## src/rtl/i2c_pkg.sv

```systemverilog
// Shared types and constants for the I2C target: FSM state encoding and bus bit meanings.
package i2c_pkg;

  typedef enum logic [2:0] {
    IDLE      = 3'd0,
    ADDR      = 3'd1,
    A_ACK     = 3'd2,
    WR_BYTE   = 3'd3,
    WR_ACK    = 3'd4,
    RD_BYTE   = 3'd5,
    RD_ACK    = 3'd6,
    WAIT_STOP = 3'd7
  } i2c_slave_state_t;

  localparam logic I2C_RW_READ = 1'b1;
  localparam logic I2C_ACK     = 1'b0;

  // General call (7'h00) never matches, even if the target is configured with that address.
  function automatic logic addr_match(input logic [7:0] addr_rw, input logic [6:0] own);
    return (addr_rw[7:1] == own) && (addr_rw[7:1] != 7'h00);
  endfunction

endpackage

```

## src/rtl/i2c_bus_sync.sv

```systemverilog
// Pad synchronizers for SCL/SDA plus one edge-detect flop; emits bus events in the clk domain.
module i2c_bus_sync #(
  parameter int SYNC_STAGES = 2
) (
  input  logic clk,
  input  logic rst,
  input  logic scl_i,
  input  logic sda_i,
  output logic scl_rise,
  output logic scl_fall,
  output logic start_det,
  output logic stop_det,
  output logic sda
);

  logic [SYNC_STAGES-1:0] scl_sync, sda_sync;
  logic scl_d, sda_d, scl_s, sda_s;

  // Reset to the idle-bus level so leaving reset never fakes an edge.
  always_ff @(posedge clk) begin
    if (rst) begin
      scl_sync <= '1;
      sda_sync <= '1;
      scl_d    <= 1'b1;
      sda_d    <= 1'b1;
    end else begin
      scl_sync <= {scl_sync[SYNC_STAGES-2:0], scl_i};
      sda_sync <= {sda_sync[SYNC_STAGES-2:0], sda_i};
      scl_d    <= scl_s;
      sda_d    <= sda_s;
    end
  end

  assign scl_s     = scl_sync[SYNC_STAGES-1];
  assign sda_s     = sda_sync[SYNC_STAGES-1];
  assign scl_rise  = scl_s & ~scl_d;
  assign scl_fall  = ~scl_s & scl_d;
  assign start_det = scl_s & scl_d & sda_d & ~sda_s;
  assign stop_det  = scl_s & scl_d & ~sda_d & sda_s;
  assign sda       = sda_s;

endmodule

```

## src/rtl/i2c_slave.sv

```systemverilog
// I2C target: address match, ACK generation, byte write to rx_* and byte read from tx_*.
import i2c_pkg::*;

module i2c_slave #(
  parameter logic [6:0] SLAVE_ADDR  = 7'h55,
  parameter int         SYNC_STAGES = 2
) (
  input  logic       clk,
  input  logic       rst,
  input  logic       scl_i,
  input  logic       sda_i,
  output logic       sda_oe,
  output logic [7:0] rx_data,
  output logic       rx_valid,
  input  logic [7:0] tx_data,
  output logic       tx_req,
  output logic       busy
);

  logic scl_rise, scl_fall, start_det, stop_det, sda;

  i2c_bus_sync #(.SYNC_STAGES(SYNC_STAGES)) u_sync (
    .clk       (clk),
    .rst       (rst),
    .scl_i     (scl_i),
    .sda_i     (sda_i),
    .scl_rise  (scl_rise),
    .scl_fall  (scl_fall),
    .start_det (start_det),
    .stop_det  (stop_det),
    .sda       (sda)
  );

  i2c_slave_state_t state;
  logic [7:0] shift;
  logic [2:0] bit_cnt;
  logic       rw;
  logic       mack;
  logic       byte_done;   // 8th SCL rise seen; the following fall ends the byte
  logic       rx_pending;

  always_ff @(posedge clk) begin
    if (rst) begin
      state      <= IDLE;
      shift      <= '0;
      bit_cnt    <= '0;
      rw         <= 1'b0;
      mack       <= 1'b1;
      byte_done  <= 1'b0;
      rx_pending <= 1'b0;
      sda_oe     <= 1'b0;
      rx_data    <= '0;
      rx_valid   <= 1'b0;
      tx_req     <= 1'b0;
      busy       <= 1'b0;
    end else begin
      rx_valid <= 1'b0;
      tx_req   <= 1'b0;
      if (rx_pending) begin
        rx_data    <= shift;
        rx_valid   <= 1'b1;
        rx_pending <= 1'b0;
      end

      // Bus conditions preempt any bit processing in the same cycle.
      if (stop_det) begin
        state     <= IDLE;
        sda_oe    <= 1'b0;
        busy      <= 1'b0;
        bit_cnt   <= '0;
        byte_done <= 1'b0;
      end else if (start_det) begin
        state     <= ADDR;
        sda_oe    <= 1'b0;
        bit_cnt   <= '0;
        byte_done <= 1'b0;
      end else begin
        case (state)
          IDLE: ;

          ADDR: begin
            if (scl_rise) begin
              shift   <= {shift[6:0], sda};
              bit_cnt <= bit_cnt + 3'd1;
              if (bit_cnt == 3'd7) byte_done <= 1'b1;
            end else if (scl_fall && byte_done) begin
              byte_done <= 1'b0;
              if (addr_match(shift, SLAVE_ADDR)) begin
                state  <= A_ACK;
                sda_oe <= 1'b1;
                busy   <= 1'b1;
                rw     <= shift[0];
              end else begin
                state  <= WAIT_STOP;
                sda_oe <= 1'b0;
                busy   <= 1'b0;
              end
            end
          end

          A_ACK: begin
            if (scl_fall) begin
              if (rw == I2C_RW_READ) begin
                tx_req <= 1'b1;
                shift  <= tx_data;
                sda_oe <= ~tx_data[7];
                state  <= RD_BYTE;
              end else begin
                sda_oe <= 1'b0;
                state  <= WR_BYTE;
              end
            end
          end

          WR_BYTE: begin
            if (scl_rise) begin
              shift   <= {shift[6:0], sda};
              bit_cnt <= bit_cnt + 3'd1;
              if (bit_cnt == 3'd7) begin
                byte_done  <= 1'b1;
                rx_pending <= 1'b1;
              end
            end else if (scl_fall && byte_done) begin
              byte_done <= 1'b0;
              sda_oe    <= 1'b1;
              state     <= WR_ACK;
            end
          end

          WR_ACK: begin
            if (scl_fall) begin
              sda_oe <= 1'b0;
              state  <= WR_BYTE;
            end
          end

          RD_BYTE: begin
            if (scl_rise) begin
              bit_cnt <= bit_cnt + 3'd1;
              if (bit_cnt == 3'd7) byte_done <= 1'b1;
            end else if (scl_fall) begin
              if (byte_done) begin
                byte_done <= 1'b0;
                sda_oe    <= 1'b0;
                state     <= RD_ACK;
              end else begin
                shift  <= {shift[6:0], 1'b0};
                sda_oe <= ~shift[6];
              end
            end
          end

          RD_ACK: begin
            if (scl_rise) begin
              mack <= sda;
            end else if (scl_fall) begin
              if (mack == I2C_ACK) begin
                tx_req <= 1'b1;
                shift  <= tx_data;
                sda_oe <= ~tx_data[7];
                state  <= RD_BYTE;
              end else begin
                sda_oe <= 1'b0;
                busy   <= 1'b0;
                state  <= WAIT_STOP;
              end
            end
          end

          WAIT_STOP: sda_oe <= 1'b0;

          default: state <= IDLE;
        endcase
      end
    end
  end

endmodule
```

## config.mk

```make
export PLATFORM = sky130hd
export DESIGN_NAME = i2c_slave
export DESIGN_NICKNAME = d
export VERILOG_FILES = /design/src/rtl/i2c_pkg.sv /design/src/rtl/i2c_bus_sync.sv /design/src/rtl/i2c_slave.sv
export SDC_FILE = /design/constraint.sdc
export NUM_CORES = 1
export LEC_CHECK = 0
export BUFFER_PORTS_ARGS = -buffer_cell sky130_fd_sc_hd__buf_4
export CORE_ASPECT_RATIO = 0.75
export CORE_MARGIN = 2
export CORE_UTILIZATION = 55
export DETAILED_ROUTE_END_ITERATION = 10
export PLACE_DENSITY_LB_ADDON = 0.1
export SYNTH_ARGS = -nofsm -noshare
export SYNTH_HDL_FRONTEND = slang
export SYNTH_SLANG_ARGS = --single-unit
```

## constraint.sdc

```tcl
create_clock -name clk -period 2.3 [get_ports clk]
set_clock_uncertainty 0.1 [all_clocks]
set_input_delay 0.115 -clock clk [delete_from_list [all_inputs] [get_ports clk]]
set_output_delay 0.115 -clock clk [all_outputs]
set_load 0.01 [all_outputs]
```

==> flow_metrics.py <==
metrics = {
    "setup_path": {
        "r2r_end": "rw",
        "critPathBufInv": 1,
        "crit_type": "reg2reg",
        "critPathSlowestCell": "or4b_1",
        "endpoint_kind": "flip-flop",
        "rrSetupSlack_ns": 0.17,
        "worst_r2r_path_depth": 6,
        "startpoint": "u_sync.scl_d",
        "cp_cell_sequence": "inv_1 > ha_2 > nand3b_1 > or2_2 > or4b_1 > a21oi_1",
        "crit_family": "simple AND/OR/NAND/NOR gates",
        "setup.worst_path.end": "rw",
        "critPathArrivalTime_ns": 2.25,
        "critPathLaunchType": "flip-flop",
        "worst-path-max-fanout": 15,
        "r2r_start": "u_sync.scl_d",
        "cp_num_cells": 6,
        "worstPathRequired_ns": 2.42,
        "slowest_delay_ns": 0.47,
    },
    "route": {
        "wire_per_inst_um": 16.6,
        "drc": 0,
        "wirelength_mm": 4.36,
        "drt_pass1_iterations": 4,
        "via_per_inst": 6.22,
        "drt-initial-drc-count": 104,
        "postRouteAntennaNets": 0,
        "routed-via-count": 1635,
    },
    "synthesis": {
        "synth_top_flop_cell": "dfxtp_1",
        "synth.net_count": 219,
        "ys_ff_latch": 36,
        "syn_area_per_cell_um2": 8.92,
        "synthTopCellsByArea": "dfxtp_1 40%, mux2i_1 8.9%, a21oi_1 4.4%",
        "synth_area_um2": 1800,
        "synth_async_sr_flop_share_pct": 0,
        "yosys_warnings": 0,
        "synth_cell_types": 47,
        "synth_top_cell_by_area": "dfxtp_1",
        "synth_edf_count": 0,
        "syn_inst": 202,
        "synth_top_area_share_pct": 40.0,
        "ys_seq_area_share_pct": 40.0,
    },
    "global_routing": {
        "grt_pass1_vias": 1603,
        "globalRouteMet3Util_pct": 5.62,
        "grt_pass1_wl_mm": 7.52,
        "grt_start_max_net_pins": 27,
        "grt_antenna_before_repair": 0,
        "gr-max-usage-layer": "met2",
        "grt.overflow.total": 0,
        "grtUsageTotal_pct": 26.1,
        "met2_usage_pct": 43.0,
        "use_met1_pct": 33.5,
    },
    "timing": {
        "relSlewSlack_pct": 55.9,
        "tightest_slew_ns": 0.660,
        "setup_viol": 0,
        "finalHoldViolCount": 0,
        "fin_crit_ns": 2.13,
        "drv_slew": 0,
        "max_freq_mhz": 469,
        "whs_ns": 0.0654,
        "period_share_pct": 92.6,
        "rsz0062_at_grt": "false",
        "setup_tns_ns": 0,
    },
    "placement": {
        "gp_congestion": 0.891,
        "hpwl_mm": 3.02,
        "dpl_cell_area_um2": 2010,
        "port_buffers": 23,
        "dp.cells": 254,
    },
    "power": {
        "p_total_uw": 1210,
        "p_comb_share_pct": 7.3,
        "pwr-share-clk_pct": 40.2,
        "power_density_nw_per_um2": 571,
        "sw_frac_of_total_pct": 22.8,
        "p_seq_share_pct": 52.4,
        "switchingPower_uw": 277,
        "p_int_uw": 937,
        "ir_drop_uv": 338,
        "p_leak_uw": 0.000825,
    },
    "hold_path": {
        "hold_class": "in2reg",
        "hold_path_depth": 2,
    },
    "finish": {
        "antenna_cells": 0,
        "fin_area_um2": 2130,
        "final_nets": 242,
        "drive_gt1_share_pct": 22.2,
        "area_growth_pct": 18.1,
        "stdcell_count": 263,
    },
    "floorplan": {
        "coreArea_um2": 3040,
        "die_h_um": 53.6,
        "dieWidth_um": 70.1,
        "rows": 17,
        "pin_count": 24,
        "start_util_pct": 59.2,
        "die-area_um2": 3750,
    },
    "clock_tree": {
        "tritoncts.num_buffers": 5,
        "clock-root-buffer": "clkbuf_8",
        "clkSinkCount": 36,
        "cts_buffer_depth": 2,
        "insertion_delay_ns": 0.30,
        "cts_tree": "built",
        "clk_pin_slew_ns": 0.07,
        "htree_levels": 2,
    },
    "outcome": {
        "outcome": "finished, final reports clean",
    },
    "flow_run": {
        "cap_viol_max_count": 0,
    },
}
## layout make-up
class	count	area, µm²
clock buffer	7	96.3
multi-input combinational	141	983
fill	249	915
timing repair buffer	32	245
sequential	36	721
inverter	9	33.8
tap	38	47.5
## metal layers
layer / vias up / wire, µm
met5: - / 0
met4: 0 / 93
met3: 10 / 300
met2: 70 / 2000
met1: 774 / 1970
li1: 781 / -
## cell usage after synthesis (4+ instances only)
cell	n
dfxtp_1	36
a21oi_1	16
mux2i_1	16
nor2_1	16
clkbuf_1	10
nand2_1	10
a311oi_1	9
inv_1	9
or2_2	8
o21ai_0	7
nand3_1	6
ha_1	5
buf_2	4
o31ai_1	4
## timing repair
action	CTS	global route
endpoints found under the hold margin	2	0
hold buffers	2	0
resized for setup	0	2
endpoints found under the setup margin	0	8
buffers inserted	0	0
## cells in the final DEF, fill, tap and decap left out, types with 2 or more instances in the layout
cell | synthesis | layout
a211o_1 | 2 | 2
mux2i_1 | 16 | 16
ha_1 | 5 | 4
nand2_1 | 10 | 10
clkbuf_8 | 0 | 7
a311oi_1 | 9 | 9
inv_1 | 9 | 9
o31ai_1 | 4 | 4
buf_4 | 0 | 30
o21ai_0 | 7 | 7
xor2_1 | 2 | 2
a21boi_1 | 1 | 2
nand3_1 | 6 | 6
a211oi_1 | 2 | 2
a21oi_1 | 16 | 16
o22a_1 | 2 | 2
a31oi_1 | 2 | 2
nor2b_1 | 3 | 3
a2111oi_0 | 2 | 2
or4b_1 | 2 | 2
dlygate4sd3_1 | 0 | 2
nand3b_1 | 3 | 3
nand2b_1 | 3 | 3
dfxtp_1 | 36 | 36
or2_2 | 8 | 8
nor2_1 | 16 | 16
## registers in the layout, indices dropped and copies added (netlist names)
register         count
tx_req               1
byte_done            1
bit_cnt              3
u_sync.sda_sync      2
state                3
rx_valid             1
busy                 1
rw                   1
mack                 1
u_sync.scl_d         1
u_sync.scl_sync      2
sda_oe               1
u_sync.sda_d         1
rx_data              8
rx_pending           1
shift                8
## power by group through the flow
stage	Clock (µW)	Sequential [µW]	Combinational [µW]
final	489	636	89.0
after global routing	512	636	96.5
after floorplan	0	646	57.1
after global placement	0	650	81.0
after CTS	492	636	87.6
after detailed placement	0	650	84.3
## kinds of logic (layout without fill, tap and decap cells)
| group | count (synthesis) | count (layout) | synth area share (%) |
|---|---|---|---|
| AOI/OAI and AO/OA | 56 | 56 | 22.2 |
| adders and majority gates | 5 | 5 | 3.47 |
| buffers and inverters | 25 | 48 | 5.56 |
| DFF | 36 | 36 | 40.0 |
| and+or+nand+nor | 62 | 62 | 18.9 |
| xor gates and xnor gates | 2 | 2 | 0.972 |
| muxes | 16 | 16 | 8.89 |
## worst min-delay path by stage
stage	from	endpoint	slack, ns
2_1_floorplan	scl_i	u_sync.scl_sync[0]	0.12
3_3_place_gp	sda_i	u_sync.sda_sync[0]	0.20
3_5_place_dp	scl_i	u_sync.scl_sync[0]	0.20
4_1_cts	rst	rx_data[1]	0.06
5_1_grt	rst	rx_data[1]	0.07
6_report	rst	rx_data[1]	0.07
## metrics by stage
stage	util (%)	setup WS, ns
after floorplan	-	0.282
after global placement	66.0	0.238
final	69.9	0.170
after CTS	69.8	0.0497
after global routing	69.9	0.0378
after detailed placement	66.0	0.131
(Power assumes the default switching activity.)
